<file path="config.mk">
export PLATFORM = sky130hd
export DESIGN_NAME = bin_to_bcd_seq
export DESIGN_NICKNAME = d
export VERILOG_FILES = /design/src/rtl/bcd_pkg.sv /design/src/rtl/bcd_digit_adj.sv /design/src/rtl/bin_to_bcd_seq.sv
export SDC_FILE = /design/constraint.sdc
export NUM_CORES = 1
export LEC_CHECK = 0
export ABC_AREA = 1
export CAP_MARGIN = 20
export CORE_ASPECT_RATIO = 1.4
export CORE_MARGIN = 4
export CORE_UTILIZATION = 32
export CTS_BUF_LIST = sky130_fd_sc_hd__clkbuf_4
export DETAILED_ROUTE_END_ITERATION = 10
export HOLD_SLACK_MARGIN = 0.1
export MAX_ROUTING_LAYER = met4
export PLACE_DENSITY = 0.58
export SYNTH_ARGS = -nofsm -noshare
export SYNTH_HDL_FRONTEND = slang
export SYNTH_SLANG_ARGS = --single-unit
</file>
<file path="constraint.sdc">
create_clock -name clk -period 3.9 [get_ports clk]
set_input_delay 0.78 -clock clk [delete_from_list [all_inputs] [get_ports clk]]
set_output_delay 0.78 -clock clk [all_outputs]
set_load 0.02 [all_outputs]
</file>
<file path="src/rtl/bcd_pkg.sv">
// rtl/bcd_pkg.sv - shared types and constants for the sequential binary-to-BCD converter
package bcd_pkg;

  typedef enum logic [1:0] {
    S_IDLE,
    S_SHIFT,
    S_DONE
  } conv_state_t;

  localparam int          DIGIT_W        = 4;
  localparam logic [3:0]  ADJ_THRESH     = 4'd5;
  localparam logic [3:0]  ADJ_ADD        = 4'd3;
  localparam logic [3:0]  DIGIT_DISABLED = 4'hF;

endpackage

</file>
<file path="src/rtl/bcd_digit_adj.sv">
// rtl/bcd_digit_adj.sv - double-dabble digit correction, +3 when the digit is 5 or more
module bcd_digit_adj
  import bcd_pkg::*;
(
  input  logic [DIGIT_W-1:0] din,
  output logic [DIGIT_W-1:0] dout
);

  // 4-bit wrap-around add; digits of a valid BCD accumulator never exceed 9
  assign dout = (din >= ADJ_THRESH) ? din + ADJ_ADD : din;

endmodule

</file>
<file path="src/rtl/bin_to_bcd_seq.sv">
// rtl/bin_to_bcd_seq.sv - bit-serial binary-to-BCD converter with valid/ready on both sides
module bin_to_bcd_seq
  import bcd_pkg::*;
#(
  parameter int BIN_W  = 16,
  parameter int DIGITS = 5
) (
  input  logic                      clk,
  input  logic                      rst_n,
  input  logic                      in_valid,
  output logic                      in_ready,
  input  logic [BIN_W-1:0]          bin_in,
  output logic                      out_valid,
  input  logic                      out_ready,
  output logic [DIGIT_W*DIGITS-1:0] bcd_out,
  output logic                      ovf
);

  localparam int BCD_W = DIGIT_W * DIGITS;
  localparam int CNT_W = (BIN_W < 1) ? 1 : $clog2(BIN_W + 1);
  localparam logic [CNT_W-1:0] CNT_LAST = CNT_W'(BIN_W - 1);

  if (BIN_W < 1 || BIN_W > 32 || DIGITS < 1) begin : g_bad_param
    $error("bin_to_bcd_seq: BIN_W must be 1..32 and DIGITS at least 1");
  end

  conv_state_t      state, state_nxt;
  logic [BIN_W-1:0] shreg;
  logic [BCD_W-1:0] acc;
  logic [BCD_W-1:0] acc_adj;
  logic [BCD_W-1:0] acc_shift;
  logic             ovf_acc;
  logic             ovf_shift;
  logic [CNT_W-1:0] cnt;
  logic             last;

  for (genvar g = 0; g < DIGITS; g++) begin : g_adj
    bcd_digit_adj u_adj (
      .din  (acc[g*DIGIT_W +: DIGIT_W]),
      .dout (acc_adj[g*DIGIT_W +: DIGIT_W])
    );
  end

  // A set MSB in the adjusted top digit would be shifted out: the value cannot fit
  assign acc_shift = {acc_adj[BCD_W-2:0], shreg[BIN_W-1]};
  assign ovf_shift = ovf_acc | acc_adj[BCD_W-1];
  assign last      = (cnt == CNT_LAST);

  always_ff @(posedge clk or negedge rst_n) begin
    if (!rst_n) begin
      state <= S_IDLE;
    end else begin
      state <= state_nxt;
    end
  end

  always_comb begin
    state_nxt = state;
    in_ready  = 1'b0;
    out_valid = 1'b0;
    case (state)
      S_IDLE: begin
        in_ready = 1'b1;
        if (in_valid) state_nxt = S_SHIFT;
      end
      S_SHIFT: begin
        if (last) state_nxt = S_DONE;
      end
      S_DONE: begin
        out_valid = 1'b1;
        if (out_ready) state_nxt = S_IDLE;
      end
      default: state_nxt = S_IDLE;
    endcase
  end

  always_ff @(posedge clk or negedge rst_n) begin
    if (!rst_n) begin
      shreg   <= '0;
      acc     <= '0;
      ovf_acc <= 1'b0;
      cnt     <= '0;
      bcd_out <= '0;
      ovf     <= 1'b0;
    end else begin
      case (state)
        S_IDLE: begin
          if (in_valid) begin
            shreg   <= bin_in;
            acc     <= '0;
            ovf_acc <= 1'b0;
            cnt     <= '0;
          end
        end
        S_SHIFT: begin
          shreg   <= shreg << 1;
          acc     <= acc_shift;
          ovf_acc <= ovf_shift;
          cnt     <= cnt + 1'b1;
          // Result registers load on the final shift so they are valid on DONE entry
          if (last) begin
            bcd_out <= ovf_shift ? {DIGITS{DIGIT_DISABLED}} : acc_shift;
            ovf     <= ovf_shift;
          end
        end
        default: ;
      endcase
    end
  end

endmodule
</file>
==> qor.txt, run 1 <==
Top FF cell, synth = dfrtp_1
Clock Skew = 12.2 ps
Leak Pwr = 1.88 nW
Initial Utilization = 0.333
Fmax = 381 MHz
CTS tree = done
Ports = 43
Fraction of layout cells with a size suffix above 1 = 0.0628
Sequential fraction of the synthesis area = 0.508
Final setup fails = 0
Synthesized Nets = 418
H-Tree Depth = 3
Post-Synthesis Cells = 386
Post-CTS Resized = 0
Vias = 2692
Post-DP HPWL = 4800 um
CP endpoint kind = primary output
Min-Delay Path Class = in2async
RSZ-0062 raised after global routing = false
WS Path Type = reg2out
Wire per inst = 12.2 um
Fin nets = 458
Placer Congestion = 0.816
Final hold viol count = 0
1st-iter DRT viols = 180
FFs w/ async S/R, synth = 1.00
Tot GR Track Use = 0.128
Synth Area in XOR/XNOR = 0.00274
Number of global-route vias before repair = 2747
CP required = 3120 ps
Clock tree buffer depth = 2
Startpoint Class = flop
Netlist cell types = 26
Core area = 9620 um2
Fin Setup TNS = 0 ps
CP arrival = 1840 ps
# port buffers = 42
Largest net degree at the start of global routing = 43
Measured slew at the worst slew-check pin = 863 ps
#FFs+latches synth = 65
Synth Area in Adders = 0.0469
Simple-gate share of the synthesized area = 0.256
Diodes inserted = 0
Initial antenna violation count = 0
Worst VDD drop = 0.235 mV
Total CTS buffers = 9
Synth Area in Compound Gates = 0.111
Synth Warn # = 0
Outcome = completed
GR Overflow Total = 0
Die area = 11700 um2
Routed Antenna Nets = 0
Mapped Area = 3200 um2
Die Ht = 126 um
Fin crit period = 2620 ps
DRT Pass-1 Iters = 4
R2R depth = 9
Max_cap viols = 0
CP Max Fanout = 18
Clk_lat worst skew = 400 ps
Die W = 92.5 um
Avg Vias per Cell = 4.79
Average cell area after synthesis = 8.29 um2
Area Overhead vs Synth = 19.6%
Clock transition at the registers of the reported paths = 100 ps
Largest family of logic cells by synthesized area = simple AND/OR/NAND/NOR gates
Clock sink count = 65
Tightest slew margin relative to the limit = 0.424
Worst hold slack = 352 ps
Slew Limit Fails = 0
Root Buffer = clkbuf_4
First-pass GRT wire length = 11900 um
Cts hold-fix bufs = 0
Number of synthesized flops with an enable pin = 0
Fillers = 984
DRT Wirelength = 6860 um
Mux cell area share after synthesis = 0
Final period util = 0.672
Power Density = 819 nW/um2
Row count = 42
Drt drc = 0
Setup repair bufs after CTS = 0
==> cells in the final DEF, fill, tap and decap left out, drive strengths merged <==
cell type	instances
inv	38
clkbuf	11
clkdlybuf4s50	41
o31ai	1
nand4	5
o21ai	16
ha	12
nand3	28
buf	3
xor2	1
a21oi	3
dfrtp	65
o22ai	22
nor2	9
nand2	155
a22oi	11
or2	1
clkinv	3
bufinv	1
a22o	1
o211ai	2
o221ai	1
==> sequential cells by signal, indices dropped and copies added (netlist names) <==
| name | count |
|---|---|
| acc | 20 |
| bcd_out | 20 |
| shreg | 16 |
| cnt | 5 |
| state | 2 |
| ovf | 1 |
| ovf_acc | 1 |
==> worst max-delay path, cell delays in order, from the launching register on <==
cell and delay, ps:
dfrtp_1 460, nor2_2 130, buf_4 210, clkdlybuf4s50_1 640
==> synthesized netlist by cell type (3+ instances only) <==
cell	number	area [um2]
inv_1	35	131
nand4_1	5	31.3
a22oi_1	11	82.6
buf_2	8	40.0
dfrtp_1	65	1630
nor2_1	6	22.5
o21ai_1	3	15.0
o22ai_1	22	138
ha_1	12	150
o21ai_0	13	65.1
inv_2	3	11.3
nand3_1	28	140
buf_6	3	33.8
nand2_1	153	574
a21oi_1	3	15.0
==> power breakdown <==
part	switching (mW)	internal, mW
Clock	0.229	0.204
Sequential	0.190	0.974
Combinational	0.934	0.605
Total	1.35	1.78
==> logic make-up after synthesis <==
group                    Yosys count
AO/OA/AOI/OAI                     57
XOR/XNOR                           1
adder cells (fa/ha/maj)           12
buffers and inverters             53
flip-flops                        65
AND/OR/NAND/NOR                  198
==> final timing paths <==
path,startpoint,endpoint,slack [ps]
worst max register to register,cnt[0],ovf,1570
max in group asynchronous,rst_n,bcd_out[5],2610
worst max-delay path,state[0],in_ready,1280
min in group clk,bcd_out[9],bcd_out[9],480
worst min-delay path,rst_n,acc[16],350
worst min register to register,bcd_out[9],bcd_out[9],480
==> cell type report <==
| type | instances | area (um2) | share of cell area |
|---|---|---|---|
| inverters | 38 | 143 | 0.0373 |
| clock inverters | 4 | 45.0 | 0.0118 |
| multi-input cells | 268 | 1340 | 0.349 |
| well taps | 132 | 165 | 0.0432 |
| repair buffers | 44 | 430 | 0.112 |
| clock buffers | 11 | 82.6 | 0.0216 |
| flip-flops and latches | 65 | 1630 | 0.425 |
==> metal layers <==
metal / up-vias / wire (um) / track usage
met5: - / 0 / -
met4: 0 / 146 / 0.0761
met3: 12 / 269 / 0.0267
met2: 67 / 3410 / 0.215
met1: 1271 / 3030 / 0.140
li1: 1342 / - / -
==> stage by stage <==
stage                     instances  power, mW  cell area, um2  setup slack (ps)  utilization
after global placement          547       2.68            3700              1230        0.385
after floorplan                 386       2.26            3200              2180            -
after CTS                       562       3.17            3830              1240        0.398
after global routing            562       3.44            3830              1160        0.398
final                           562       3.14            3830              1280        0.398
after detailed placement        547       2.73            3700              1170        0.385
Note: power is estimated with default switching activity, not from simulation.
==> run 2: changes to the inputs <==
- clock period: 3.9 -> 2.5 ns (I/O delays scaled with it)
==> run 2 against run 1 <==
Net effect:
- non-clock buffer count up 9
- critical path depth down 1
- sequential cell count stayed put
- combinational power increased by 58%
==> qor.txt, run 2 (synthesized netlist as in run 1, its figures left out) <==
Fin crit period = 2200 ps
RSZ-0062 raised after global routing = false
CP Max Fanout = 4
Wire per inst = 12.6 um
Tot GR Track Use = 0.137
Most frequent cells in the layout = nand2_1 (153), dfrtp_1 (65), clkdlybuf4s50_1 (41), inv_1 (35), nand3_1 (28)
Post-route insts no fill = 572
Worst hold slack = 488 ps
Max_cap viols = 0
Number of global-route vias before repair = 2775
Fmax = 454 MHz
Worst VDD drop = 0.372 mV
Placer Congestion = 0.782
Met3 WL = 230 um
Clock tree buffer depth = 2
Metal-1 WL = 3190 um
Die W = 92.5 um
Fin Setup TNS = 0 ps
CP required = 2000 ps
Largest regs = acc x20, bcd_out x20, shreg x16
DP Cell Count = 555
Initial Utilization = 0.333
Measured slew at the worst slew-check pin = 647 ps
Final period util = 0.882
WS Path Type = reg2out
Clock Skew = 11.6 ps
Die Ht = 126 um
DRT Wirelength = 7200 um
1st-iter DRT viols = 122
CP top delay family = buffers and inverters
Vias = 2715
Post-DP HPWL = 5220 um
Top layer in use = met4
Crit-path slowest cell = clkdlybuf4s50_1
CP endpoint kind = primary output
Slew Limit Fails = 0
Area Overhead vs Synth = 22.0%
Clock transition at the registers of the reported paths = 110 ps
Min-Delay Path Class = reg2reg
Fraction of layout cells with a size suffix above 1 = 0.0795
Final setup fails = 0
GR Overflow Total = 0
Core area = 9620 um2
# port buffers = 42
Startpoint Class = flop
First-pass GRT wire length = 12400 um
Row count = 42
Outcome = completed
Met2 wire length = 3600 um
Ports = 43
Fin nets = 467
Routed Antenna Nets = 0
CTS tree = done
DP Worst Slack = 637 ps
Root Buffer = clkbuf_4
Total CTS buffers = 9
Clk_lat worst skew = 420 ps
CP arrival = 1700 ps
DRT Pass-1 Iters = 4
Initial antenna violation count = 0
Drt drc = 0
H-Tree Depth = 3
Final hold viol count = 0
Largest net degree at the start of global routing = 29
Critical-path cell list = nor2_2, clkdlybuf4s50_1
Leak Pwr = 1.92 nW
Most common cell after layout, fill and taps aside = nand2_1
Clock sink count = 65
Worst path bufs/invs = 1
Tightest slew margin relative to the limit = 0.569
Post-CTS Resized = 0
Worst setup margin = 295 ps
Diodes inserted = 0
Max incr delay on CP = 620 ps
Fillers = 964
Core Util, Final = 0.406
Die area = 11700 um2
Avg Vias per Cell = 4.75
Power Density = 1270 nW/um2
run 2: cell types whose count changed in the layout (fill, tap and decap cells not counted), sizes merged:
cell and delta:
clkinvlp +2, buf +8, dlygate4sd3 +1, clkbuf -1
run 2: layout make-up:
class                           instances  area, um2  share of cell area
Multi-Input combinational cell        268       1340               0.342
Tap cell                              132        165              0.0423
Sequential cell                        65       1630               0.417
Timing Repair Buffer                   53        500               0.128
Inverter                               38        143              0.0365
Clock inverter                          6       58.8              0.0151
Clock buffer                           10       75.1              0.0192
run 2: worst paths after layout:
kind | start | endpoint | slack, ps | cells past startpoint
max | state[0] | in_ready | 300 | 2
min | bcd_out[12] | bcd_out[12] | 490 | 2
max reg2reg | cnt[0] | bcd_out[19] | 640 | 10
min reg2reg | bcd_out[12] | bcd_out[12] | 490 | 2
max in group asynchronous | rst_n | shreg[15] | 1090 | 3
min in group asynchronous | rst_n | bcd_out[8] | 630 | 2
run 2: per-stage QoR:
stage | total power [mW] | cell area (um2)
global placement | 4.27 | 3760
finish | 4.97 | 3900
detailed placement | 4.32 | 3760
floorplan | 3.52 | 3200
CTS | 5.04 | 3900
global route | 5.44 | 3900
run 2: power breakdown:
part	switching (mW)	leakage (nW)	internal (mW)
registers	0.308	0.816	1.52
clock network	0.388	0.0698	0.309
logic	1.47	1.03	0.976
run 2: what timing repair did:
action,4_1_cts,5_1_grt
setup buffers,0,0
hold buffers,1,0
endpoints found under the hold margin,26,0
run 2: metal layers:
layer	GRT usage	up-vias
li1	-	1364
met1	0.155	1281
met2	0.230	56
met3	0.0219	14
met4	0.0752	0
met5	-	-
run 2: worst reg2reg max path: stages, from the launching register on:
cell and delay (ps):
dfrtp_1 430, ha_1 220, nand2_1 90, nor2_1 50, ha_1 180, inv_1 90, nor2_4 40, buf_4 210
or2_2 300, o21ai_1 70, inv_1 50
